`src/rtl/dtcore32_wb_arbiter.sv`:
```
// -----------------------------------------------------------------------------
// dtcore32_wb_arbiter
//
// Shares the register file's single write port between two writeback sources:
//   requester 0 : in-order pipeline writeback (default priority)
//   requester 1 : long-latency multiply/divide unit
// The winning write is registered onto the regfile write-port signals one
// cycle after acceptance. A 32-entry pending-write scoreboard tracks
// destinations of issued long-latency ops, so decode can stall on hazards.
//
// Ports:
//   clk_i, rst_i                   clock, asynchronous active-high reset
//   wb0_valid_i/rd_i/data_i        pipeline writeback request
//   wb0_ready_o                    pipeline request accepted this cycle
//   wb1_valid_i/rd_i/data_i        muldiv writeback request
//   wb1_ready_o                    muldiv request accepted this cycle
//   issue_valid_i, issue_rd_i      long-latency op issued / its destination
//   src_reg_1_i, src_reg_2_i       decode source registers
//   src_1_busy_o, src_2_busy_o     source has a pending long-latency write
//   regfile_wr_en_o                registered write enable (never for x0)
//   dest_reg_o, reg_wr_data_o      registered write address / data
//
// Parameters:
//   STARVE_LIMIT  consecutive stalled-valid cycles of requester 1 before it
//                 overrides requester 0 (1..15)
// -----------------------------------------------------------------------------
module dtcore32_wb_arbiter #(
  parameter int unsigned STARVE_LIMIT = 4
) (
  input  logic        clk_i,
  input  logic        rst_i,

  input  logic        wb0_valid_i,
  input  logic [4:0]  wb0_rd_i,
  input  logic [31:0] wb0_data_i,
  output logic        wb0_ready_o,

  input  logic        wb1_valid_i,
  input  logic [4:0]  wb1_rd_i,
  input  logic [31:0] wb1_data_i,
  output logic        wb1_ready_o,

  input  logic        issue_valid_i,
  input  logic [4:0]  issue_rd_i,
  input  logic [4:0]  src_reg_1_i,
  input  logic [4:0]  src_reg_2_i,
  output logic        src_1_busy_o,
  output logic        src_2_busy_o,

  output logic        regfile_wr_en_o,
  output logic [4:0]  dest_reg_o,
  output logic [31:0] reg_wr_data_o
);

  localparam logic [3:0] STARVE_MAX = 4'(STARVE_LIMIT);

  logic [3:0]  starve_cnt;
  logic        starved;
  logic        grant0;
  logic        grant1;
  logic        xfer0;
  logic        xfer1;
  logic [31:0] pending;
  logic [31:0] pending_next;

  // ---------------------------------------------------------------------------
  // Arbitration. Requester 0 wins by default; requester 1 wins when it is the
  // only one asking, or once it has waited STARVE_LIMIT consecutive cycles.
  // A grant implies the requester is valid, so ready never rises on an idle
  // requester. Both readies are forced low while reset is asserted so nothing
  // is accepted into a register that is being cleared.
  // ---------------------------------------------------------------------------
  always_comb begin
    // NOTE: every signal assigned in this block gets a value on every path
    // (defaults first), otherwise synthesis infers a latch.
    starved = 1'b0;
    grant0  = 1'b0;
    grant1  = 1'b0;

    starved = (starve_cnt == STARVE_MAX);
    grant1  = wb1_valid_i && (starved || !wb0_valid_i);
    grant0  = wb0_valid_i && !grant1;
  end

  assign wb0_ready_o = grant0 && !rst_i;
  assign wb1_ready_o = grant1 && !rst_i;

  assign xfer0 = wb0_valid_i && wb0_ready_o;
  assign xfer1 = wb1_valid_i && wb1_ready_o;

  // ---------------------------------------------------------------------------
  // Write-port register. Address and data are only loaded on a transfer and
  // hold otherwise; the enable is a one-cycle pulse, suppressed for x0 so a
  // write to x0 is still consumed (ready=1) but never reaches the regfile.
  // ---------------------------------------------------------------------------
  always_ff @(posedge clk_i or posedge rst_i) begin
    // NOTE: sequential state uses non-blocking assignments so every register
    // samples the pre-edge values regardless of statement order.
    if (rst_i) begin
      regfile_wr_en_o <= 1'b0;
      dest_reg_o      <= 5'd0;
      reg_wr_data_o   <= 32'd0;
    end else if (xfer0) begin
      regfile_wr_en_o <= (wb0_rd_i != 5'd0);
      dest_reg_o      <= wb0_rd_i;
      reg_wr_data_o   <= wb0_data_i;
    end else if (xfer1) begin
      regfile_wr_en_o <= (wb1_rd_i != 5'd0);
      dest_reg_o      <= wb1_rd_i;
      reg_wr_data_o   <= wb1_data_i;
    end else begin
      regfile_wr_en_o <= 1'b0;
    end
  end

  // ---------------------------------------------------------------------------
  // Starvation counter: counts consecutive cycles requester 1 is valid but not
  // accepted. Once it equals STARVE_LIMIT requester 1 wins the next arbitration,
  // so the saturation branch only guards against an unexpected hold.
  // ---------------------------------------------------------------------------
  always_ff @(posedge clk_i or posedge rst_i) begin
    if (rst_i) begin
      starve_cnt <= 4'd0;
    end else if (wb1_valid_i && !wb1_ready_o) begin
      if (starve_cnt != STARVE_MAX) begin
        starve_cnt <= starve_cnt + 4'd1;
      end
    end else begin
      starve_cnt <= 4'd0;
    end
  end

  // ---------------------------------------------------------------------------
  // Pending-write scoreboard. Clear is applied before set so that a register
  // issued in the same cycle its older write retires stays marked busy. Bit 0
  // is forced low: x0 never has a pending write.
  // ---------------------------------------------------------------------------
  always_comb begin
    pending_next = pending;
    if (xfer1) begin
      pending_next[wb1_rd_i] = 1'b0;
    end
    if (issue_valid_i && (issue_rd_i != 5'd0)) begin
      pending_next[issue_rd_i] = 1'b1;
    end
    pending_next[0] = 1'b0;
  end

  always_ff @(posedge clk_i or posedge rst_i) begin
    // NOTE: the scoreboard is flop-based control state, not a RAM, so it is
    // reset; a stale bit after reset would stall decode forever.
    if (rst_i) begin
      pending <= 32'd0;
    end else begin
      pending <= pending_next;
    end
  end

  // Busy reads the registered scoreboard, so a retiring write still reads busy
  // in its acceptance cycle and clears in the cycle the regfile is written.
  assign src_1_busy_o = pending[src_reg_1_i];
  assign src_2_busy_o = pending[src_reg_2_i];

`ifndef SYNTHESIS
  a_one_grant : assert property (@(posedge clk_i) disable iff (rst_i)
    !(wb0_ready_o && wb1_ready_o));
  a_ready_needs_valid : assert property (@(posedge clk_i) disable iff (rst_i)
    (!wb0_ready_o || wb0_valid_i) && (!wb1_ready_o || wb1_valid_i));
  a_x0_never_busy : assert property (@(posedge clk_i) disable iff (rst_i)
    !pending[0]);
`endif

endmodule

```
`config.mk`:
```
export PLATFORM = sky130hd
export DESIGN_NAME = dtcore32_wb_arbiter
export DESIGN_NICKNAME = d
export VERILOG_FILES = /design/src/rtl/dtcore32_wb_arbiter.sv
export SDC_FILE = /design/constraint.sdc
export NUM_CORES = 1
export LEC_CHECK = 0
export ABC_AREA = 1
export CAP_MARGIN = 30
export CORE_AREA = 2 2 111 113
export CTS_BUF_LIST = sky130_fd_sc_hd__clkbuf_8
export CTS_CLUSTER_SIZE = 16
export DETAILED_ROUTE_END_ITERATION = 6
export DIE_AREA = 0 0 113 115
export PLACE_DENSITY_LB_ADDON = 0.05
export SKIP_LAST_GASP = 1
export SLEW_MARGIN = 10
export SYNTH_ARGS = -nofsm -noshare
export SYNTH_HDL_FRONTEND = slang
export SYNTH_SLANG_ARGS = --single-unit
```
`constraint.sdc`:
```
create_clock -name clk_i -period 4.1 [get_ports clk_i]
set_clock_uncertainty 0.15 [all_clocks]
set_input_delay 0.82 -clock clk_i [delete_from_list [all_inputs] [get_ports clk_i]]
set_output_delay 0.82 -clock clk_i [all_outputs]
set_load 0.05 [all_outputs]
```
==> results.sh <==
export IMPL_synth_ff_latch_count=73
export IMPL_drive_gt1_frac=0.0695
export IMPL_rsz0062_at_grt="false"
export IMPL_critical_path_most_common_cell="sky130_fd_sc_hd__nand2_1"
export IMPL_area_growth_from_synthesis_to_layout_pct=42.4
export IMPL_coreArea_mm2=0.0118
export IMPL_grt_first_pass_wirelength_um=21900
export IMPL_dpl_hpwl_um=10200
export IMPL_worst_skew_late_latency_ps=350
export IMPL_post_synth_cell_area_avg_um2=7.29
export IMPL_crit_path_top_delay_cell="sky130_fd_sc_hd__clkdlybuf4s50_1"
export IMPL_worst_pin_slew_ps=574
export IMPL_cts_htree_levels=3
export IMPL_routed_wire_per_std_cell_um=15.8
export IMPL_globalRouteMet2Util=0.338
export IMPL_worst_endpoint_required_ps=3130
export IMPL_grt_most_used_layer="met2"
export IMPL_synth_top_family_by_area="simple AND/OR/NAND/NOR gates"
export IMPL_final_max_slew_viol_count=0
export IMPL_synth_yosys_seq_area_share=0.453
export IMPL_detail_route_first_pass_iterations=7
export IMPL_multiplexer_share_of_the_synthesized_area=0
export IMPL_maxSlewHeadroom=0.616
export IMPL_synth_area_leader_cell="sky130_fd_sc_hd__dfrtp_1"
export IMPL_worstPathMaxFanout=15
export IMPL_mostFrequentLayoutCell="sky130_fd_sc_hd__nand2_1"
export IMPL_timing_max_cap_violations=0
export IMPL_cts_buffer_depth=2
export IMPL_groute_layer_met3_usage=0.0680
export IMPL_portBuffers=135
export IMPL_post_layout_nets=783
export IMPL_first_global_vias=4219
export IMPL_tns_ps=0
export IMPL_synthDistinctLibCells=28
export IMPL_min_delay_path_class="reg2reg"
export IMPL_irDropWorstVdd_v=0.000139
export IMPL_antenna_cells_inserted=0
export IMPL_arr_time_crit_path_ps=2520
export IMPL_timing_hold_ws_ps=348
export IMPL_grtUsageTotal=0.214
export IMPL_synth_compound_area_share=0.0878
export IMPL_design_portCount=136
export IMPL_clock_tree_from_tritoncts="done"
export IMPL_dr_total_vias=4160
export IMPL_grt_antenna_before_repair=0
export IMPL_placementRows=40
export IMPL_setup_bufs_post_cts=0
export IMPL_drtAntennaViolNets=0
export IMPL_synth_warning_count=0
export IMPL_netlist_area_mm2=0.00403
export IMPL_postCtsHoldBufs=0
export IMPL_remaining_drc_errors=3
export IMPL_die_area_mm2=0.0130
export IMPL_globalRouteMet1Util=0.282
export IMPL_die_width_um=113
export IMPL_yosys_top_cells_area="sky130_fd_sc_hd__dfrtp_1 45%, sky130_fd_sc_hd__nand2_1 20%, sky130_fd_sc_hd__nand3_1 11%"
export IMPL_p_leak_nw=2.62
export IMPL_powerDensity_mw_per_mm2=398
export IMPL_clock_sinks=73
export IMPL_period_needed_ps=3490
export IMPL_hold_viol_final=0
export IMPL_yosys_area_share_simple=0.373
export IMPL_layout_worst_path_cycle_share=0.852
export IMPL_finalWirelength_um=13200
export IMPL_root_buffer="sky130_fd_sc_hd__clkbuf_8"
export IMPL_worstSetupEndpointType="output port"
export IMPL_postSynthNetCount=649
export IMPL_most_common_layout_cells="218 x sky130_fd_sc_hd__nand2_1, 131 x sky130_fd_sc_hd__clkdlybuf4s50_1, 90 x sky130_fd_sc_hd__nand3_1, 73 x sky130_fd_sc_hd__dfrtp_1, 45 x sky130_fd_sc_hd__o21ai_0"
export IMPL_drt_iter0_markers=276
export IMPL_die_y_um=115
export IMPL_clkTransAtPathRegs_ps=70
export IMPL_floorplan_initialDensity=0.341
export IMPL_timing_final_setup_violations=0
export IMPL_globalRouteOverflowTotal=0
export IMPL_failed_checks="design-rule violations"
export IMPL_clock_buffer_count_from_cts=9
export IMPL_routabilityCongestion=0.906
export IMPL_synthXorXnorAreaFrac=0.00435
export IMPL_synthesis_instances=553
export IMPL_post_synth_adder_cell_area=0.00621
export IMPL_crit_type="in2out"
export IMPL_post_cts_resized_instances=0
export IMPL_grt_max_degree=38
export IMPL_worst_path_largest_cell_delay_ps=540
export IMPL_category_of_the_worst_setup_path_launch_point="input port"
export IMPL_run_status="finished with violations"
export IMPL_drt_via_density=4.96
export IMPL_path_cells="clkdlybuf4s50_1 > inv_1 > nand2_1 > nand3_1 > nand3_1 > nand2_1 > nand2_1 > nand2_1 > nand2_1 > nand2_1 > buf_12"
export IMPL_max_freq_ghz=0.286
export IMPL_synth_top_area_frac=0.453
-- flip-flops by register name (all words and copies together) (netlist names) --
signal           cells
reg_wr_data_o       32
pending             31
dest_reg_o           5
starve_cnt           4
regfile_wr_en_o      1
-- kinds of logic after synthesis --
family | after synthesis
AO/OA/AOI/OAI | 64
XOR/XNOR | 2
adder cells (fa/ha/maj) | 2
buffers and inverters | 67
flip-flops | 73
AND/OR/NAND/NOR | 345
-- power breakdown --
group / leakage [nW] / switching, W / internal [W]
registers: 0.879 / 0.000101 / 0.000845
clock network: 0.106 / 0.000266 / 0.000307
logic: 1.63 / 0.000470 / 0.000294
-- synth_stat cells (all sizes together) --
cell / number
nand2: 230
nand3: 93
dfrtp: 73
o21ai: 48
inv: 46
buf: 16
nor3: 11
o211ai: 6
o22ai: 6
clkbuf: 5
nor2: 5
nand4: 3
o31ai: 3
ha: 2
or2: 2
a21oi: 1
nor4: 1
xnor2: 1
xor2: 1
-- final cells by class --
cell class | count | area (µm²)
clock buffer | 11 | 151
sequential | 73 | 1830
tap | 147 | 184
clock inverter | 4 | 43.8
timing repair buffer | 144 | 1460
inverter | 46 | 173
fill | 1200 | 6070
multi-input combinational | 413 | 1900
-- stage by stage --
step           setup slack (ps)  instance area, µm²   util  power [W]  cells
4_1_cts                     618                5740  0.486    0.00230    838
5_1_grt                     376                5740  0.486    0.00242    838
3_3_place_gp                691                5540  0.469    0.00172    823
2_1_floorplan              57.8                4030      -    0.00138    553
3_5_place_dp                623                5540  0.469    0.00172    823
6_report                    605                5740  0.486    0.00228    838
-- critical path: cells and delay by family --
| kind | cells | cell delay (ps) |
|---|---|---|
| buffers and inverters | 3 | 1070 |
| and+or+nand+nor | 8 | 620 |
-- metal layers --
layer,vias to the layer above,part of all wire
met5,-,0
met4,0,0.020
met3,19,0.079
met2,148,0.46
met1,1925,0.45
li1,2068,-
-- final timing paths --
check	startpoint	to	slack, ps	cells past startpoint
max in group asynchronous	rst_i	pending[2]	2670	3
min in group asynchronous	rst_i	starve_cnt[3]	750	3
hold / removal	reg_wr_data_o[10]	reg_wr_data_o[10]	350	2
setup reg to reg	starve_cnt[0]	pending[8]	1710	10
hold reg to reg	reg_wr_data_o[10]	reg_wr_data_o[10]	350	2
setup / recovery	src_reg_1_i[0]	src_1_busy_o	610	11
Power figures use the tool's default switching activity.
